--- src/rtl/load_store_unit_pkg.sv ---
// Package argon_mem_pkg: shared definitions for the load/store unit and the
// byte-banked data memory port.
//   - WRMASK_* : memory write-mask encodings (N/B/H/W)
//   - RDMASK_* : memory read-mask encodings (W/HZ/BZ/HE/BE)
//   - F3_*     : RISC-V style funct3 load/store size codes
//   - lsu_state_e : load/store unit FSM states
//   - lsu_err_e   : response error codes
package argon_mem_pkg;

    localparam logic [1:0] WRMASK_N = 2'd0;
    localparam logic [1:0] WRMASK_B = 2'd1;
    localparam logic [1:0] WRMASK_H = 2'd2;
    localparam logic [1:0] WRMASK_W = 2'd3;

    localparam logic [2:0] RDMASK_W  = 3'd0;
    localparam logic [2:0] RDMASK_HZ = 3'd1;
    localparam logic [2:0] RDMASK_BZ = 3'd2;
    localparam logic [2:0] RDMASK_HE = 3'd3;
    localparam logic [2:0] RDMASK_BE = 3'd4;

    localparam logic [2:0] F3_B  = 3'b000;
    localparam logic [2:0] F3_H  = 3'b001;
    localparam logic [2:0] F3_W  = 3'b010;
    localparam logic [2:0] F3_BU = 3'b100;
    localparam logic [2:0] F3_HU = 3'b101;

    typedef enum logic [1:0] {
        IDLE    = 2'd0,
        ISSUE   = 2'd1,
        CAPTURE = 2'd2,
        RESP    = 2'd3
    } lsu_state_e;

    typedef enum logic [1:0] {
        ERR_NONE       = 2'd0,
        ERR_MISALIGNED = 2'd1,
        ERR_ILLEGAL    = 2'd2,
        ERR_FAULT      = 2'd3
    } lsu_err_e;

endpackage

--- src/rtl/load_store_unit_if.sv ---
// Interface load_store_unit_if: request and response channels between the
// execute stage (master) and the load/store unit (slave).
//   Request : i_req_valid, o_req_ready, i_req_store, i_req_funct3,
//             i_req_addr, i_req_wdata, i_req_tag
//   Response: o_rsp_valid, i_rsp_ready, o_rsp_data, o_rsp_tag,
//             o_rsp_is_load, o_rsp_err
// Signal names carry the direction as seen from the load/store unit.
interface load_store_unit_if #(
    parameter int TAG_W = 5
) ();
    logic             i_req_valid;
    logic             o_req_ready;
    logic             i_req_store;
    logic [2:0]       i_req_funct3;
    logic [31:0]      i_req_addr;
    logic [31:0]      i_req_wdata;
    logic [TAG_W-1:0] i_req_tag;

    logic             o_rsp_valid;
    logic             i_rsp_ready;
    logic [31:0]      o_rsp_data;
    logic [TAG_W-1:0] o_rsp_tag;
    logic             o_rsp_is_load;
    logic [1:0]       o_rsp_err;

    modport master (
        output i_req_valid, i_req_store, i_req_funct3, i_req_addr,
               i_req_wdata, i_req_tag, i_rsp_ready,
        input  o_req_ready, o_rsp_valid, o_rsp_data, o_rsp_tag,
               o_rsp_is_load, o_rsp_err
    );

    modport slave (
        input  i_req_valid, i_req_store, i_req_funct3, i_req_addr,
               i_req_wdata, i_req_tag, i_rsp_ready,
        output o_req_ready, o_rsp_valid, o_rsp_data, o_rsp_tag,
               o_rsp_is_load, o_rsp_err
    );
endinterface

--- src/rtl/load_store_unit_req_decode.sv ---
// Module lsu_req_decode: combinational request decoder.
//   i_store   in  1   1 = store, 0 = load
//   i_funct3  in  3   size / extension code
//   i_addr    in  32  byte address
//   o_wr_mask out 2   memory write mask for a store
//   o_rd_mask out 3   memory read mask for a load
//   o_err     out 2   error code, priority illegal > misaligned > range
module lsu_req_decode
    import argon_mem_pkg::*;
#(
    parameter int MEM_ADDR_BITS = 12
) (
    input  logic        i_store,
    input  logic [2:0]  i_funct3,
    input  logic [31:0] i_addr,
    output logic [1:0]  o_wr_mask,
    output logic [2:0]  o_rd_mask,
    output lsu_err_e    o_err
);
    logic w_illegal;
    logic w_misaligned;
    logic w_range;

    always_comb begin
        w_illegal    = 1'b0;
        w_misaligned = 1'b0;
        o_wr_mask    = WRMASK_N;
        o_rd_mask    = RDMASK_W;
        case (i_funct3)
            F3_B: begin
                o_wr_mask = WRMASK_B;
                o_rd_mask = RDMASK_BE;
            end
            F3_H: begin
                o_wr_mask    = WRMASK_H;
                o_rd_mask    = RDMASK_HE;
                w_misaligned = i_addr[0];
            end
            F3_W: begin
                o_wr_mask    = WRMASK_W;
                o_rd_mask    = RDMASK_W;
                w_misaligned = |i_addr[1:0];
            end
            F3_BU: begin
                o_rd_mask = RDMASK_BZ;
                w_illegal = i_store;
            end
            F3_HU: begin
                o_rd_mask    = RDMASK_HZ;
                w_illegal    = i_store;
                w_misaligned = i_addr[0];
            end
            default: w_illegal = 1'b1;
        endcase

        // Any address bit at or above the backed width would alias after the
        // memory wraps its low bits.
        w_range = |(i_addr >> MEM_ADDR_BITS);

        if (w_illegal)         o_err = ERR_ILLEGAL;
        else if (w_misaligned) o_err = ERR_MISALIGNED;
        else if (w_range)      o_err = ERR_FAULT;
        else                   o_err = ERR_NONE;
    end
endmodule

--- src/rtl/load_store_unit.sv ---
// Module load_store_unit: CPU-side initiator for the byte-banked data memory.
// Accepts one load/store per handshake, checks it, drives the memory port and
// returns a tagged response.
//   i_clk, i_reset (async, active-low)
//   lsu             request/response channels (load_store_unit_if.slave)
//   o_mem_address   memory byte address
//   o_mem_wr_data   store data, unmodified
//   o_mem_wr_mask   write mask, non-zero only in ISSUE of a store
//   o_mem_rd_mask   read mask, holds last load's value
//   i_mem_rd_data   read data, valid the cycle after the address is sampled
//   i_mem_err_*     memory error flags
// Build option LSU_MEM_ERR_EN: when defined, the memory error flags seen in
// the cycle after ISSUE turn an error-free load into a fault (err 3).
module load_store_unit
    import argon_mem_pkg::*;
#(
    parameter int MEM_ADDR_BITS = 12,
    parameter int TAG_W         = 5
) (
    input  logic                i_clk,
    input  logic                i_reset,
    load_store_unit_if.slave    lsu,
    output logic [31:0]         o_mem_address,
    output logic [31:0]         o_mem_wr_data,
    output logic [1:0]          o_mem_wr_mask,
    output logic [2:0]          o_mem_rd_mask,
    input  logic [31:0]         i_mem_rd_data,
    input  logic                i_mem_err_address_misaligned,
    input  logic                i_mem_err_invalid_read_mask
);
    lsu_state_e       r_state;
    lsu_state_e       w_state_nxt;
    logic             w_accept;
    logic [1:0]       w_dec_wr_mask;
    logic [2:0]       w_dec_rd_mask;
    lsu_err_e         w_dec_err;
    logic             w_mem_err;

    logic             r_is_load;
    lsu_err_e         r_err;
    logic [TAG_W-1:0] r_tag;
    logic [31:0]      r_data;

    lsu_req_decode #(
        .MEM_ADDR_BITS (MEM_ADDR_BITS)
    ) u_decode (
        .i_store   (lsu.i_req_store),
        .i_funct3  (lsu.i_req_funct3),
        .i_addr    (lsu.i_req_addr),
        .o_wr_mask (w_dec_wr_mask),
        .o_rd_mask (w_dec_rd_mask),
        .o_err     (w_dec_err)
    );

`ifdef LSU_MEM_ERR_EN
    assign w_mem_err = i_mem_err_address_misaligned | i_mem_err_invalid_read_mask;
`else
    logic w_unused;
    assign w_unused  = i_mem_err_address_misaligned ^ i_mem_err_invalid_read_mask;
    assign w_mem_err = 1'b0;
`endif

    assign w_accept        = lsu.i_req_valid && (r_state == IDLE);
    assign lsu.o_req_ready = (r_state == IDLE);
    assign lsu.o_rsp_valid = (r_state == RESP);
    assign lsu.o_rsp_data    = r_data;
    assign lsu.o_rsp_tag     = r_tag;
    assign lsu.o_rsp_is_load = r_is_load;
    assign lsu.o_rsp_err     = r_err;

    always_ff @(posedge i_clk or negedge i_reset) begin
        if (!i_reset) r_state <= IDLE;
        else          r_state <= w_state_nxt;
    end

    always_comb begin
        w_state_nxt = r_state;
        case (r_state)
            IDLE:    if (w_accept) w_state_nxt = (w_dec_err != ERR_NONE) ? RESP : ISSUE;
            ISSUE:   w_state_nxt = r_is_load ? CAPTURE : RESP;
            CAPTURE: w_state_nxt = RESP;
            RESP:    if (lsu.i_rsp_ready) w_state_nxt = IDLE;
            default: w_state_nxt = IDLE;
        endcase
    end

    // Memory outputs are loaded at the accept edge so they are already valid
    // for the whole ISSUE cycle; the write mask drops at the edge ending ISSUE.
    always_ff @(posedge i_clk or negedge i_reset) begin
        if (!i_reset) begin
            o_mem_address <= '0;
            o_mem_wr_data <= '0;
            o_mem_wr_mask <= WRMASK_N;
            o_mem_rd_mask <= RDMASK_W;
            r_is_load     <= 1'b0;
            r_err         <= ERR_NONE;
            r_tag         <= '0;
            r_data        <= '0;
        end else begin
            case (r_state)
                IDLE: begin
                    if (w_accept) begin
                        r_tag     <= lsu.i_req_tag;
                        r_is_load <= !lsu.i_req_store;
                        r_err     <= w_dec_err;
                        r_data    <= '0;
                        if (w_dec_err == ERR_NONE) begin
                            o_mem_address <= lsu.i_req_addr;
                            if (lsu.i_req_store) begin
                                o_mem_wr_data <= lsu.i_req_wdata;
                                o_mem_wr_mask <= w_dec_wr_mask;
                            end else begin
                                o_mem_rd_mask <= w_dec_rd_mask;
                            end
                        end
                    end
                end
                ISSUE: o_mem_wr_mask <= WRMASK_N;
                CAPTURE: begin
                    // Only loads reach here, and only error-free ones.
                    if (w_mem_err) begin
                        r_err  <= ERR_FAULT;
                        r_data <= '0;
                    end else begin
                        r_data <= i_mem_rd_data;
                    end
                end
                default: ;
            endcase
        end
    end
endmodule
--- src/flat_wrapper.sv ---
// flat-port wrapper written by rule: the top's interface ports become plain ports
module load_store_unit_flat import argon_mem_pkg::*;
#(
    parameter int MEM_ADDR_BITS = 12,
    parameter int TAG_W         = 5
)
  (i_clk, i_reset, o_mem_address, o_mem_wr_data, o_mem_wr_mask, o_mem_rd_mask, i_mem_rd_data, i_mem_err_address_misaligned, i_mem_err_invalid_read_mask, lsu_i_req_valid, lsu_i_req_store, lsu_i_req_funct3, lsu_i_req_addr, lsu_i_req_wdata, lsu_i_req_tag, lsu_i_rsp_ready, lsu_o_req_ready, lsu_o_rsp_valid, lsu_o_rsp_data, lsu_o_rsp_tag, lsu_o_rsp_is_load, lsu_o_rsp_err);
  load_store_unit_if #(.TAG_W(TAG_W)) lsu_i ();
  input  logic i_clk;
  input  logic i_reset;
  output logic [31:0] o_mem_address;
  output logic [31:0] o_mem_wr_data;
  output logic [1:0] o_mem_wr_mask;
  output logic [2:0] o_mem_rd_mask;
  input  logic [31:0] i_mem_rd_data;
  input  logic i_mem_err_address_misaligned;
  input  logic i_mem_err_invalid_read_mask;
  input wire logic [$bits(lsu_i.i_req_valid)-1:0] lsu_i_req_valid;
  input wire logic [$bits(lsu_i.i_req_store)-1:0] lsu_i_req_store;
  input wire logic [$bits(lsu_i.i_req_funct3)-1:0] lsu_i_req_funct3;
  input wire logic [$bits(lsu_i.i_req_addr)-1:0] lsu_i_req_addr;
  input wire logic [$bits(lsu_i.i_req_wdata)-1:0] lsu_i_req_wdata;
  input wire logic [$bits(lsu_i.i_req_tag)-1:0] lsu_i_req_tag;
  input wire logic [$bits(lsu_i.i_rsp_ready)-1:0] lsu_i_rsp_ready;
  output wire logic [$bits(lsu_i.o_req_ready)-1:0] lsu_o_req_ready;
  output wire logic [$bits(lsu_i.o_rsp_valid)-1:0] lsu_o_rsp_valid;
  output wire logic [$bits(lsu_i.o_rsp_data)-1:0] lsu_o_rsp_data;
  output wire logic [$bits(lsu_i.o_rsp_tag)-1:0] lsu_o_rsp_tag;
  output wire logic [$bits(lsu_i.o_rsp_is_load)-1:0] lsu_o_rsp_is_load;
  output wire logic [$bits(lsu_i.o_rsp_err)-1:0] lsu_o_rsp_err;
  assign lsu_i.i_req_valid = lsu_i_req_valid;
  assign lsu_i.i_req_store = lsu_i_req_store;
  assign lsu_i.i_req_funct3 = lsu_i_req_funct3;
  assign lsu_i.i_req_addr = lsu_i_req_addr;
  assign lsu_i.i_req_wdata = lsu_i_req_wdata;
  assign lsu_i.i_req_tag = lsu_i_req_tag;
  assign lsu_i.i_rsp_ready = lsu_i_rsp_ready;
  assign lsu_o_req_ready = lsu_i.o_req_ready;
  assign lsu_o_rsp_valid = lsu_i.o_rsp_valid;
  assign lsu_o_rsp_data = lsu_i.o_rsp_data;
  assign lsu_o_rsp_tag = lsu_i.o_rsp_tag;
  assign lsu_o_rsp_is_load = lsu_i.o_rsp_is_load;
  assign lsu_o_rsp_err = lsu_i.o_rsp_err;
  load_store_unit #(.MEM_ADDR_BITS(MEM_ADDR_BITS), .TAG_W(TAG_W)) u_core (.i_clk(i_clk), .i_reset(i_reset), .lsu(lsu_i), .o_mem_address(o_mem_address), .o_mem_wr_data(o_mem_wr_data), .o_mem_wr_mask(o_mem_wr_mask), .o_mem_rd_mask(o_mem_rd_mask), .i_mem_rd_data(i_mem_rd_data), .i_mem_err_address_misaligned(i_mem_err_address_misaligned), .i_mem_err_invalid_read_mask(i_mem_err_invalid_read_mask));
endmodule
--- config.mk ---
export PLATFORM = sky130hd
export DESIGN_NAME = load_store_unit_flat
export DESIGN_NICKNAME = d
export VERILOG_FILES = /design/src/rtl/load_store_unit_pkg.sv /design/src/rtl/load_store_unit_if.sv /design/src/rtl/load_store_unit_req_decode.sv /design/src/rtl/load_store_unit.sv /design/src/flat_wrapper.sv
export SDC_FILE = /design/constraint.sdc
export NUM_CORES = 1
export LEC_CHECK = 0
export CAP_MARGIN = 20
export CORE_MARGIN = 4
export CORE_UTILIZATION = 40
export DETAILED_ROUTE_END_ITERATION = 6
export PLACE_DENSITY = 0.89
export SYNTH_ARGS = -nofsm -noshare
export SYNTH_HDL_FRONTEND = slang
export SYNTH_HIERARCHICAL = 1
export SYNTH_SLANG_ARGS = --single-unit
--- constraint.sdc ---
create_clock -name i_clk -period 2.1 [get_ports i_clk]
set_input_delay 0.21 -clock i_clk [delete_from_list [all_inputs] [get_ports i_clk]]
set_output_delay 0.21 -clock i_clk [all_outputs]
set_load 0.02 [all_outputs]
==> impl_metrics.ini, run 1 <==
[flow_run]
drv_cap = 0

[layout]
layout-drive-gt1-share = 0.252
seq_area_mm2 = 0.00278
finalNonFillerCells = 679
diodes = 0
multi_input_area_mm2 = 0.00167
num-fill-cells = 766
post-route-util = 0.691
fin_area_mm2 = 0.00755
syn_to_final_growth_pct = 67.4
fin_nets = 650

[clock_network]
clk-insertion-delay-late_ns = 0.34
htree_levels = 3
cts_made_buffers = 9
ctsLongestPathBuffers = 2
cts.reportedPaths.clkPinSlew_ns = 0.07
cts_tree = done
clock-sinks = 111
cts_root_buffer = clkbuf_16

[outcome]
status = completed

[placed_design]
portBuffers = 219
dp_cells = 650
dpl_cell_area_mm2 = 0.00693
dp_hpwl_um = 9350
globalplace.congestion = 0.805

[worst_hold_path]
min_to = u_core/o_mem_address[25]
min_from = lsu_i_req_addr[25]
hp-class = in -> reg
hold_depth = 2

[worst_setup_path]
critPathMaxFanout = 9
r2r_end = u_core/o_mem_address[27]
r2r_cells = 6
timing.critical_path.to_type = flip-flop
cp.arrival_ns = 2.34
worst_ep_required_time_ns = 2.38
worstSetupPathType = in -> reg
ff2ff_setup_slack_ns = 0.17
worstSetupStartpointType = input pin
rr_startpoint = u_core/r_state[0]

[timing]
drv_slew = 0
final-setup-viol-count = 0
fmax_mhz = 486
hold_viol_final = 0
clock_skew_ns = 0.00487
finalCritPeriodShare = 0.979
worstMarginPinSlew_ns = 0.614
relSlewSlack = 0.590
period_minus_slack_ns = 2.06
whs_ns = 0.172

[synth]
ys_seq_area_frac = 0.615
synth_fp_nets = 405
avgSynthCellArea_um2 = 15.6
synthCells = 289
netlist_area_mm2 = 0.00451
yosysUniqueCellTypes = 34
ys_ff_latch = 111
yosys_warnings = 6

[grt]
track_usage = 0.197
grt_max_degree = 58
grt_pass1_wl_um = 19800
grt_pass1_vias = 3665
grt.overflow.total = 0
antenna_found_initial = 0

[die]
dieWidth_um = 114
dieArea_mm2 = 0.0130
std_cell_rows = 38
initial_core_util = 0.413
die_y_um = 114
io_pins = 222
core_area_mm2 = 0.0109

[pwr]
power_density_mw_per_mm2 = 1240
power_leakage_uw = 0.00354
ir_drop_v = 0.000729
total_power_uw = 9400

[route]
postRouteAntennaNets = 0
wire_per_inst_um = 19.7
routed_via_density = 4.97
firstDrtPassIters = 4
finalWirelength_um = 13400
num_vias = 3375
drcViolationCount = 0
drt_iter0_drc = 165
-- cells by family after synthesis --
kind of cell	after synthesis	share of synthesized area
buffers and inverters	22	0.0335
flip-flops	111	0.615
adder cells (fa/ha/maj)	5	0.0139
XOR/XNOR	2	0.00388
AO/OA/AOI/OAI	46	0.0857
multiplexers	74	0.210
AND/OR/NAND/NOR	29	0.0380
-- area by class of cell --
class,instances,area share
clock buffer,10,0.0316
clock inverter,6,0.00911
inverter,6,0.00298
multi-input combinational,156,0.220
sequential,111,0.368
tap,140,0.0232
timing repair buffer,250,0.345
-- power by group --
part           total [µW]  switching, µW  internal (µW)
combinational        4340           2070           2280
clock                1730            768            962
sequential           3330            432           2890
-- stage by stage --
step | setup slack (ns) | TNS, ns
floorplan | 0.230 | 0
global placement | -0.561 | -37.17
detailed placement | -0.583 | -38.36
CTS | -0.0252 | -0.284
global route | -0.0161 | -0.0522
finish | 0.0432 | 0
-- worst max path at each step --
| stage | startpoint | end | slack [ns] |
|---|---|---|---|
| final | lsu_i_req_funct3[0] | u_core/o_mem_wr_mask[1] | 0.04 |
| after global routing | lsu_i_req_addr[26] | u_core/o_mem_address[20] | -0.02 |
| after CTS | lsu_i_req_addr[14] | u_core/o_mem_address[27] | -0.03 |
| after detailed placement | lsu_i_req_addr[26] | u_core/o_mem_wr_data[24] | -0.58 |
| after global placement | lsu_i_req_addr[26] | u_core/o_mem_wr_data[5] | -0.56 |
| after floorplan | u_core/r_state[0] | u_core/o_mem_rd_mask[2] | 0.23 |
-- cell usage after synthesis (all sizes together) --
master | count | area (µm²)
xnor2 | 2 | 17.5
a21boi | 1 | 7.51
dfrtp | 111 | 2780
a221oi | 2 | 17.5
nand3 | 1 | 5.00
mux2 | 74 | 946
o41ai | 3 | 26.3
o211ai | 1 | 7.51
and4bb | 1 | 12.5
a41o | 2 | 20.0
a31oi | 1 | 6.26
nor4 | 5 | 31.3
a22o | 32 | 280
nor3b | 1 | 7.51
o22ai | 1 | 6.26
nor3 | 1 | 5.00
nor2 | 8 | 32.5
nand2 | 6 | 27.5
clkbuf | 2 | 8.75
o21ai | 2 | 10.0
nor2b | 4 | 32.5
a21oi | 1 | 5.00
and2b | 2 | 17.5
inv | 6 | 22.5
ha | 5 | 62.6
buf | 14 | 120
-- registers in the layout, indices dropped and copies added, names as in the netlist --
name                      count
u_core/lsu.o_rsp_is_load      1
u_core/lsu.o_rsp_tag          5
u_core/o_mem_address         32
u_core/o_mem_rd_mask          3
u_core/o_mem_wr_data         32
u_core/lsu.o_rsp_err          2
u_core/lsu.o_rsp_data        32
u_core/o_mem_wr_mask          2
u_core/r_state                2
-- what timing repair did --
action / 4_1_cts / 5_1_grt
setup endpoints to repair: 69 / 69
resized for setup: 20 / 19
buffers inserted: 6 / 0
cloned: 3 / 4
hold buffers: 1 / 0
endpoints found under the hold margin: 44 / 0
pin swaps: 2 / 9
-- per-layer routing --
layer	GRT usage	share of wire
met5	0	0
met2	0.345	0.52
met1	0.232	0.39
met3	0.0539	0.068
met4	0.0744	0.026
-- layout by cell type (no fill, tap or decap), types with 2 or more instances in the layout --
| master | instances |
|---|---|
| clkdlybuf4s50_1 | 199 |
| dfrtp_1 | 111 |
| mux2_2 | 42 |
| a22o_1 | 32 |
| mux2_4 | 30 |
| buf_4 | 20 |
| clkbuf_16 | 12 |
| dlymetal6s2s_1 | 10 |
| dlygate4sd2_1 | 9 |
| inv_1 | 6 |
| nor2_1 | 6 |
| ha_1 | 5 |
| clkinvlp_4 | 4 |
| nand2_1 | 4 |
| buf_12 | 4 |
| buf_16 | 3 |
| o41ai_1 | 3 |
| nor4_2 | 3 |
| a221oi_1 | 2 |
| a41o_1 | 2 |
| mux2_1 | 2 |
| o21ai_0 | 2 |
| nor2b_1 | 2 |
| xnor2_1 | 2 |
| nor4_4 | 2 |
| nor2_2 | 2 |
-- worst max-delay path: stages --
cell and delay, ns:
clkdlybuf4s50_1 0.58, nor2b_4 0.19, nand2_1 0.08, a31oi_1 0.21, and4bb_4 0.29, buf_12 0.15, clkbuf_16 0.16, a221oi_1 0.33
a41o_1 0.13
(Power assumes the default switching activity.)
==> run 2: changes to the inputs <==
PLACE_DENSITY = 0.9   (was 0.89)
SYNTH_HIERARCHICAL = not set   (was 1)
==> run 2 against run 1 <==
Compared with the run above: power fell by 30%; largest power group is now registers; count of clock-buffer cells in the layout fell by 1; via count fell by 2.4%; final cell count did not move; area after synthesis fell by 5.7%; utilization barely moved; first-iteration DRC count fell by 34%; die area fell by 5.3%; non-clock buffer count rose by 1; largest cell class unchanged.
==> impl_metrics.ini, run 2 <==
[pwr]
ir_drop_v = 0.000649
power_density_mw_per_mm2 = 924
total_power_uw = 6590
power_leakage_uw = 0.00326

[synth]
synth_most_common_cell = dfrtp_1
yosys_warnings = 0
async_flop_share = 1.00
synth_top_area_share = 0.652
netlist_area_mm2 = 0.00426
ys_ff_latch = 111
synth_ff_type = dfrtp_1
ys_top_cells_by_area = dfrtp_1, mux2_2, a22o_1, nor2b_1, ha_1
synth_top_area_cell = dfrtp_1
avgSynthCellArea_um2 = 14.6
synth_fp_nets = 407
synth_edf_count = 0
ys_seq_area_frac = 0.652
synth_common_cells = dfrtp_1, mux2_2, a22o_1, nor2b_1, clkbuf_1
synthCells = 292
yosysUniqueCellTypes = 31

[route]
wl_met1_um = 4910
drcViolationCount = 0
top_layer_used = met4
postRouteAntennaNets = 0
finalWirelength_um = 12000
num_vias = 3294
routed_via_density = 4.85
drt_iter0_drc = 109
route.met3.wl_um = 972
firstDrtPassIters = 4
wl_met2_um = 5940
wire_per_inst_um = 17.7

[clock_network]
ctsLongestPathBuffers = 2
cts.reportedPaths.clkPinSlew_ns = 0.09
clk-insertion-delay-late_ns = 0.36
clock-sinks = 111
cts_made_buffers = 9
cts_root_buffer = clkbuf_8
htree_levels = 3
cts_tree = done

[timing]
clock_skew_ns = 0.0156
relSlewSlack = 0.615
rsz0062_at_grt = no
final-setup-viol-count = 0
setup_slack_ns = 0.0367
worstMarginPinSlew_ns = 0.577
fmax_mhz = 485
period_minus_slack_ns = 2.06
finalCritPeriodShare = 0.983
hold_viol_final = 0
drv_slew = 0

[flow_run]
drv_cap = 0

[worst_setup_path]
critPathMaxFanout = 17
rr_startpoint = u_core.r_state[1]
cp.arrival_ns = 2.30
worstSetupStartpointType = input pin
r2r_cells = 7
r2r_end = u_core.o_mem_wr_data[30]
worstSetupPathType = in -> reg
worst_ep_required_time_ns = 2.34
timing.critical_path.to_type = flip-flop
ff2ff_setup_slack_ns = 0.10

[layout]
num-fill-cells = 721
final_cell_mix = clkdlybuf4s50_1, dfrtp_1, mux2_2, a22o_1, buf_4
seq_area_mm2 = 0.00278
fin_nets = 653
post-route-util = 0.690
final_common_cell = clkdlybuf4s50_1
multi_input_area_mm2 = 0.00147
layout-drive-gt1-share = 0.208
finalNonFillerCells = 679
syn_to_final_growth_pct = 67.4

[die]
std_cell_rows = 37
initial_core_util = 0.412
dieArea_mm2 = 0.0124
dieWidth_um = 111
io_pins = 222
core_area_mm2 = 0.0103
die_y_um = 111

[grt]
track_usage = 0.196
antenna_found_initial = 1
grt.overflow.total = 0
grt_pass1_wl_um = 19400
grt_pass1_vias = 3677
grt_max_degree = 112

[worst_hold_path]
min_from = lsu_i_req_addr[1]
hold_depth = 2
min_to = u_core.o_mem_address[1]
hp-class = in -> reg

[placed_design]
pre_cts_slack_ns = -0.468
dp_cells = 654
dp_hpwl_um = 8850
globalplace.congestion = 0.792
portBuffers = 219

[outcome]
status = completed
==> run 2: how the worst max path moves through the flow <==
stage                                   start                        to  slack (ns)  cells past startpoint
final                      lsu_i_req_addr[31]  u_core.o_mem_wr_data[30]        0.04                      7
after global routing      lsu_i_req_funct3[2]  u_core.o_mem_wr_data[30]       0.005                      7
after CTS                  lsu_i_req_addr[31]  u_core.o_mem_wr_data[25]       -0.03                      7
after detailed placement   lsu_i_req_addr[26]   u_core.o_mem_wr_data[1]       -0.47                      6
after global placement     lsu_i_req_addr[26]  u_core.o_mem_wr_data[16]       -0.42                      6
after floorplan             u_core.r_state[1]  u_core.o_mem_wr_data[20]       -0.13                      7
==> run 2: cells by family (layout without fill, tap and decap cells) <==
logic type	count (synthesis)	count (layout)	share of synthesized area
simple gates	55	55	0.0785
mux	55	55	0.145
other cells	0	1	0
fa+ha+maj	4	4	0.0118
flops	111	111	0.652
xor+xnor	1	1	0.00206
compound gates	45	45	0.0867
buf+inv	21	271	0.0241
==> run 2: per-stage QoR <==
stage | hold WS, ns | instance area [µm²] | setup TNS [ns]
after global routing | 0.222 | 7130 | 0
after CTS | 0.223 | 7120 | -0.374
after floorplan | -0.0856 | 4310 | -3.46
after detailed placement | 0.334 | 6800 | -26.81
final | 0.240 | 7130 | 0
after global placement | 0.325 | 6800 | -25.01
==> run 2: worst max-delay path, stage by stage <==
cell and delay, ns:
buf_6 0.09, or4_4 0.54, a311o_4 0.41, nor4_4 0.37, buf_4 0.19, buf_12 0.15
mux2_2 0.35
==> run 2: area by class of cell <==
cell class | instances | area share
timing repair buffer | 251 | 0.351
multi-input combinational | 160 | 0.206
clock inverter | 6 | 0.00966
tap | 136 | 0.0239
inverter | 5 | 0.00263
clock buffer | 9 | 0.0174
antenna | 1 | 0.000351
sequential | 111 | 0.390
==> run 2: repair_timing <==
action                                 CTS  global route
pin swaps                                6             1
setup buffers                            6             1
hold buffers                             1             0
setup endpoints to repair               47            17
gates resized for setup                 35             2
gates cloned                             1             0
endpoints found under the hold margin  111             0
==> run 2: report_power, final <==
| part | leakage, µW | switching (µW) | internal [µW] |
|---|---|---|---|
| Sequential | 0.00149 | 210 | 2510 |
| Combinational | 0.00167 | 1290 | 1310 |
| Clock | 0.0000961 | 714 | 555 |
==> run 2: routing by layer <==
layer | vias up | global-route usage
li1 | 1538 | -
met1 | 1590 | 0.231
met2 | 150 | 0.333
met3 | 16 | 0.0742
met4 | 0 | 0.0552
met5 | - | 0
